==> src/rtl/pipe_ctrl_pkg.sv <==
// -----------------------------------------------------------------------------
// pipe_ctrl_pkg
// Shared definitions for the pipeline front-end hazard controller.
//   state_t      : sequencer states (2'd3 is unused and decodes as RUN)
//   ctrl_t       : bundle of the four pipeline-register control strobes
//   CTRL_*       : the five control patterns the sequencer can drive
//   NOP_INSTR    : instruction word loaded into IF/ID on a flush
//   PERF_CNT_W   : width of the performance counters
// -----------------------------------------------------------------------------
package pipe_ctrl_pkg;

   typedef enum logic [1:0] {
      ST_RUN      = 2'd0,
      ST_LU_STALL = 2'd1,
      ST_FLUSH    = 2'd2
   } state_t;

   localparam logic [7:0] NOP_INSTR  = 8'h00;
   localparam int         PERF_CNT_W = 16;

   typedef struct packed {
      logic pc_we;
      logic if_id_we;
      logic if_id_flush;
      logic id_ex_bubble;
   } ctrl_t;

   // Reset: nothing advances, both pipeline registers are forced to NOP.
   localparam ctrl_t CTRL_RESET = '{pc_we: 1'b0, if_id_we: 1'b0, if_id_flush: 1'b1, id_ex_bubble: 1'b1};
   // Memory freeze: every register holds its contents.
   localparam ctrl_t CTRL_HOLD  = '{pc_we: 1'b0, if_id_we: 1'b0, if_id_flush: 1'b0, id_ex_bubble: 1'b0};
   // Normal flow.
   localparam ctrl_t CTRL_RUN   = '{pc_we: 1'b1, if_id_we: 1'b1, if_id_flush: 1'b0, id_ex_bubble: 1'b0};
   // Load-use stall: PC and IF/ID hold, a bubble enters EX.
   localparam ctrl_t CTRL_STALL = '{pc_we: 1'b0, if_id_we: 1'b0, if_id_flush: 1'b0, id_ex_bubble: 1'b1};
   // Taken jump: fetch the target, squash the wrong-path instruction in IF/ID.
   localparam ctrl_t CTRL_FLUSH = '{pc_we: 1'b1, if_id_we: 1'b1, if_id_flush: 1'b1, id_ex_bubble: 1'b1};

endpackage : pipe_ctrl_pkg

==> src/rtl/pipe_hazard_ctrl_sat_cnt.sv <==
// -----------------------------------------------------------------------------
// haz_sat_cnt
// Saturating up-counter used for the hazard performance counters. It sticks
// at all-ones instead of wrapping so a long run never reports a small value.
// Ports:
//   clk   in   clock, rising edge
//   rst   in   asynchronous active-low reset, clears the count
//   inc   in   increment enable for this cycle
//   count out  current count (PERF_CNT_W bits)
// -----------------------------------------------------------------------------
module haz_sat_cnt
   import pipe_ctrl_pkg::*;
(
   input  logic                  clk,
   input  logic                  rst,
   input  logic                  inc,
   output logic [PERF_CNT_W-1:0] count
);

   // NOTE: clocked state is written with <= so every flop samples the values
   // from before the edge; blocking assignments here would create ordering races.
   always_ff @(posedge clk or negedge rst) begin
      if (!rst) begin
         count <= '0;
      end else if (inc && (count != '1)) begin
         count <= count + 1'b1;
      end
   end

endmodule : haz_sat_cnt

==> src/rtl/pipe_hazard_ctrl.sv <==
// -----------------------------------------------------------------------------
// pipe_hazard_ctrl
// Front-end sequencer for the 8-bit in-order pipeline. Generates the PC write
// enable, IF/ID write enable, IF/ID flush and ID/EX bubble strobes from three
// conditions, in priority order:
//   1. mem_busy    : freeze the whole pipe (all strobes low, state held)
//   2. jump_taken  : flush the wrong-path fetch for FLUSH_CYCLES cycles
//   3. load-use    : stall PC/IF/ID and bubble EX for LU_STALL_CYCLES cycles
// Strobes are combinational from state, counter and inputs (same-cycle).
//
// Build option: define HAZ_PERF_CNT_EN to implement stall_cnt / flush_cnt.
// Without it there are no counter flops and both ports read 16'h0000.
//
// Parameters:
//   REG_AW          register-file address width
//   LU_STALL_CYCLES stall cycles per load-use hazard (1..7)
//   FLUSH_CYCLES    flush cycles per taken jump (1..7)
//   CNT_W           sequencing counter width, holds max of the two above
// Ports:
//   clk, rst                    clock (rising) / async active-low reset
//   id_rs, id_rt                source registers of the instruction in ID
//   id_uses_rs, id_uses_rt      ID instruction actually reads that source
//   ex_rd, ex_mem_read          destination / is-load of the instruction in EX
//   jump_taken                  jump or branch resolved taken this cycle
//   mem_busy                    memory not ready, freeze the pipe
//   pc_we, if_id_we             write enables of PC and IF/ID
//   if_id_flush                 load IF/ID with NOP (PC field 0)
//   id_ex_bubble                load ID/EX with NOP
//   stall_cnt, flush_cnt        saturating stall-cycle / flush-event counters
// -----------------------------------------------------------------------------
module pipe_hazard_ctrl
   import pipe_ctrl_pkg::*;
#(
   parameter int REG_AW          = 2,
   parameter int LU_STALL_CYCLES = 1,
   parameter int FLUSH_CYCLES    = 1,
   parameter int CNT_W           = 3
) (
   input  logic                  clk,
   input  logic                  rst,
   input  logic [REG_AW-1:0]     id_rs,
   input  logic [REG_AW-1:0]     id_rt,
   input  logic                  id_uses_rs,
   input  logic                  id_uses_rt,
   input  logic [REG_AW-1:0]     ex_rd,
   input  logic                  ex_mem_read,
   input  logic                  jump_taken,
   input  logic                  mem_busy,
   output logic                  pc_we,
   output logic                  if_id_we,
   output logic                  if_id_flush,
   output logic                  id_ex_bubble,
   output logic [PERF_CNT_W-1:0] stall_cnt,
   output logic [PERF_CNT_W-1:0] flush_cnt
);

   localparam logic [CNT_W-1:0] LU_RELOAD    = CNT_W'(LU_STALL_CYCLES - 1);
   localparam logic [CNT_W-1:0] FLUSH_RELOAD = CNT_W'(FLUSH_CYCLES - 1);

   state_t           state, state_nxt;
   logic [CNT_W-1:0] cnt, cnt_nxt;
   ctrl_t            ctrl;
   logic             lu_hazard;
   logic             flush_event;

   // Register 0 is an ordinary register here; it gets no special treatment.
   assign lu_hazard = ex_mem_read &
                      ((id_uses_rs & (id_rs == ex_rd)) |
                       (id_uses_rt & (id_rt == ex_rd)));

   // A flush event is a taken jump that is actually acted on this cycle.
   assign flush_event = rst & ~mem_busy & jump_taken;

   // NOTE: every signal assigned in this block gets a default first, so no
   // path through the if/case leaves it unassigned and no latch is inferred.
   always_comb begin
      state_nxt = state;
      cnt_nxt   = cnt;
      ctrl      = CTRL_RUN;

      if (!rst) begin
         ctrl = CTRL_RESET;
      end else if (mem_busy) begin
         ctrl = CTRL_HOLD;
      end else if (jump_taken) begin
         // Jump wins over any stall in progress or pending hazard.
         ctrl = CTRL_FLUSH;
         if (FLUSH_CYCLES > 1) begin
            state_nxt = ST_FLUSH;
            cnt_nxt   = FLUSH_RELOAD;
         end else begin
            state_nxt = ST_RUN;
            cnt_nxt   = '0;
         end
      end else begin
         case (state)
            ST_LU_STALL: begin
               // The first bubble already moved the load out of EX, so the
               // counter, not lu_hazard, keeps the stall going.
               ctrl = CTRL_STALL;
               if (cnt <= CNT_W'(1)) begin
                  state_nxt = ST_RUN;
                  cnt_nxt   = '0;
               end else begin
                  cnt_nxt   = cnt - 1'b1;
               end
            end
            ST_FLUSH: begin
               ctrl = CTRL_FLUSH;
               if (cnt <= CNT_W'(1)) begin
                  state_nxt = ST_RUN;
                  cnt_nxt   = '0;
               end else begin
                  cnt_nxt   = cnt - 1'b1;
               end
            end
            default: begin
               // ST_RUN, and the unused encoding which recovers to RUN.
               state_nxt = ST_RUN;
               if (lu_hazard) begin
                  ctrl = CTRL_STALL;
                  if (LU_STALL_CYCLES > 1) begin
                     state_nxt = ST_LU_STALL;
                     cnt_nxt   = LU_RELOAD;
                  end
               end
            end
         endcase
      end
   end

   always_ff @(posedge clk or negedge rst) begin
      if (!rst) begin
         state <= ST_RUN;
         cnt   <= '0;
      end else begin
         state <= state_nxt;
         cnt   <= cnt_nxt;
      end
   end

   assign pc_we        = ctrl.pc_we;
   assign if_id_we     = ctrl.if_id_we;
   assign if_id_flush  = ctrl.if_id_flush;
   assign id_ex_bubble = ctrl.id_ex_bubble;

`ifdef HAZ_PERF_CNT_EN
   // A stall cycle is a bubble that is not part of a flush.
   logic stall_event;
   assign stall_event = rst & ctrl.id_ex_bubble & ~ctrl.if_id_flush;

   haz_sat_cnt u_stall_cnt (
      .clk   (clk),
      .rst   (rst),
      .inc   (stall_event),
      .count (stall_cnt)
   );

   haz_sat_cnt u_flush_cnt (
      .clk   (clk),
      .rst   (rst),
      .inc   (flush_event),
      .count (flush_cnt)
   );
`else
   logic unused_flush_event;
   assign unused_flush_event = flush_event;
   assign stall_cnt          = '0;
   assign flush_cnt          = '0;
`endif

endmodule : pipe_hazard_ctrl

==> config.mk <==
export PLATFORM = sky130hd
export DESIGN_NAME = pipe_hazard_ctrl
export DESIGN_NICKNAME = d
export VERILOG_FILES = /design/src/rtl/pipe_ctrl_pkg.sv /design/src/rtl/pipe_hazard_ctrl_sat_cnt.sv /design/src/rtl/pipe_hazard_ctrl.sv
export SDC_FILE = /design/constraint.sdc
export NUM_CORES = 1
export LEC_CHECK = 0
export CORE_UTILIZATION = 25
export DETAILED_ROUTE_END_ITERATION = 12
export PLACE_DENSITY = 0.79
export SYNTH_ARGS = -nofsm -noshare
export SYNTH_HDL_FRONTEND = slang
export SYNTH_HIERARCHICAL = 1
export SYNTH_SLANG_ARGS = --single-unit
==> constraint.sdc <==
create_clock -name clk -period 1.18 [get_ports clk]
set_clock_uncertainty 0.15 [all_clocks]
set_input_delay 0.177 -clock clk [delete_from_list [all_inputs] [get_ports clk]]
set_output_delay 0.177 -clock clk [all_outputs]
set_load 0.05 [all_outputs]
==> summary.txt, run 1 <==
Status: finished with violations
Failing checks: setup timing
Xor/xnor cell area share of the yosys netlist: 0.100
Wire length of the first global-routing pass: 814 um
Min Tclk post-route: 1.25 ns
Hold EP: if_id_flush
Slowest CP cell: and4b_4
Post-CTS Setup Inserts: 0
Max-cap violations: 0
Fin crit share: 1.06
Vias in the first global route: 212
Mapped cell area: 350 um2
Gr usage total: 0.0726
Antenna violation net count after detailed routing: 0
Largest family of logic cells by synthesized area: buffers and inverters
Pre-Repair DR Iteration Count: 2
Syn Area/Cell: 7.30 um2
DRC Markers: 0
Max Freq: 800 MHz
Post-place setup slack: -0.599 ns
Hold Vio Cnt, Final: 0
Die height: 39.4 um
Seq Cell Count: 0
Maximum VDD drop: 0.248 mV
Horiz. Die Dim: 39.4 um
P&R area growth vs syn: 62.1%
Setup slack after layout: -0.0693 ns
Core ar.: 0.00130 mm2
Detail Route met3 WL: 76 um
Top delay family on crit path: simple AND/OR/NAND/NOR gates
Final WL: 526 um
Total power draw: 426 uW
Synth warn: 6
Required time of the worst setup path: 0.85 ns
Die area: 0.00156 mm2
Synth Area in Simple Gates: 0.157
Register area: 0 um2
Vias: 264
# rows: 13
Critical Path Fanout Max: 2
P_leak: 0.000287 uW
Buf+Inv Stages, Crit Path: 2
Final setup violation count: 3
Share of layout cells above drive strength 1: 0.375
Seq/Total Area, Yosys: 0
Fin. max-slew vios: 0
Multi-input gate area: 309 um2
Final core occ: 0.437
Aggregate global routing overflow: 0
Hold buffer count at cts: 0
Crit path capture type: output pin
Largest net degree at the start of global routing: 4
Startpoint Class: input pin
Post-Route M1 WL: 135 um
I/O Buffers: 16
Mux cell area share after synthesis: 0
Synth Area in Compound Gates: 0.0143
DR vias/cell: 3.34
Final Wtd Congestion: 0.593
WL per Instance: 6.66 um
Syn Inst Count: 48
Post-synth cell types: 9
WL met2: 314 um
Sum of negative setup slack: -0.141 ns
Clkbuf count: 0
Hold Crit Start: mem_busy
Fillers: 127
Starting Density: 0.269
Pwr Density: 750 mW/mm2
RSZ-0062 raised after global routing: true
Crit path DAT: 0.92 ns
Adder-cell share of the synthesized area: 0
Hold slack final: 0.653 ns
HPWL Detailed: 520 um
Final #Nets: 79
Initial antenna violation count: 0
DR top layer: met3
Slowest stage delay, CP: 0.28 ns
Io pins: 49
Crit path kind: in -> out
Iter 0 DRT Violations: 1
# diodes: 0
Worst hold path type: in -> out
Worst-path cell chain: buf_4 -> xnor2_4 -> nand4_1 -> and4b_4 -> buf_12
Cells on Worst Hold Path: 4
[synthesized netlist by cell type, drive strengths merged]
cell type | count | area share
xnor2 | 4 | 0.10
nand4 | 4 | 0.071
conb | 1 | 0.011
o21ai | 1 | 0.014
nand3b | 1 | 0.021
and4b | 1 | 0.029
inv | 1 | 0.011
buf | 33 | 0.71
nor2b | 2 | 0.036
[repair_timing]
item                       CTS  global route
resized for setup           60             6
pin swaps                    8             6
setup endpoints to repair    4             3
[where the power goes]
group	internal, uW	leakage, uW	switching, uW	total, uW
sequential	0	0	0	0
clock	0	0	0	0
combinational	120	0.000287	306	426
total	120	0.000287	306	426
[cell type report]
cell class / instances / area share
Tap cell: 15 / 0.0330
Inverter: 1 / 0.0154
Multi-Input combinational cell: 45 / 0.544
Timing Repair Buffer: 18 / 0.407
[stage by stage]
stage	cells	cell area, um2
final	79	568
after global routing	79	568
after CTS	79	544
after detailed placement	79	499
after global placement	79	499
after floorplan	79	520
[worst min-delay path, delay by kind of cell]
| family | cells | cell delay [ns] |
|---|---|---|
| buffers and inverters | 3 | 0.39 |
| AOI/OAI and AO/OA | 1 | 0.06 |
[worst max-delay path by stage]
stage | depth (start not counted) | to | slack, ns | startpoint
global route | 5 | if_id_we | -0.1 | ex_rd[0]
floorplan | 2 | id_ex_bubble | -0.13 | mem_busy
detailed placement | 5 | if_id_we | -0.60 | ex_rd[0]
global placement | 5 | if_id_we | -0.58 | ex_rd[0]
finish | 5 | if_id_we | -0.07 | id_rs[1]
CTS | 5 | if_id_we | -0.09 | ex_rd[0]
[cells in the final DEF, fill, tap and decap left out, drive strengths merged]
cell type,n
buf,15
nor2b,2
dlygate4sd2,1
inv,1
conb,32
nand3b,1
o21ai,1
and4b,1
nand4,4
xnor2,4
clkdlybuf4s15,2
[cell families after synthesis]
| family | after synthesis |
|---|---|
| compound gates | 1 |
| xor+xnor | 4 |
| buf+inv | 34 |
| other cells | 1 |
| simple gates | 8 |
[per-layer routing]
metal  track usage  vias up
met1        0.0638      117
met4             0        0
met3       0.00568        0
li1              -      121
met5             0        -
met2         0.172       26
Note: power is estimated with default switching activity, not from simulation.
==> inputs of run 2 (changes only) <==
--- a/config.mk
+++ b/config.mk
@@ -5,8 +5,10 @@
 export SDC_FILE = /design/constraint.sdc
 export NUM_CORES = 1
 export LEC_CHECK = 0
+export CAP_MARGIN = 5
 export CORE_UTILIZATION = 25
 export DETAILED_ROUTE_END_ITERATION = 12
+export MAX_ROUTING_LAYER = met4
 export PLACE_DENSITY = 0.79
 export SYNTH_ARGS = -nofsm -noshare
 export SYNTH_HDL_FRONTEND = slang
==> results of run 2 <==
No change in the layout: final DEF, timing and power equal those of run 1.
Main changes from that run: final weighted congestion in routability-driven placement 0.593 -> 0.596; overall routing resource usage 0.0726 -> 0.0743
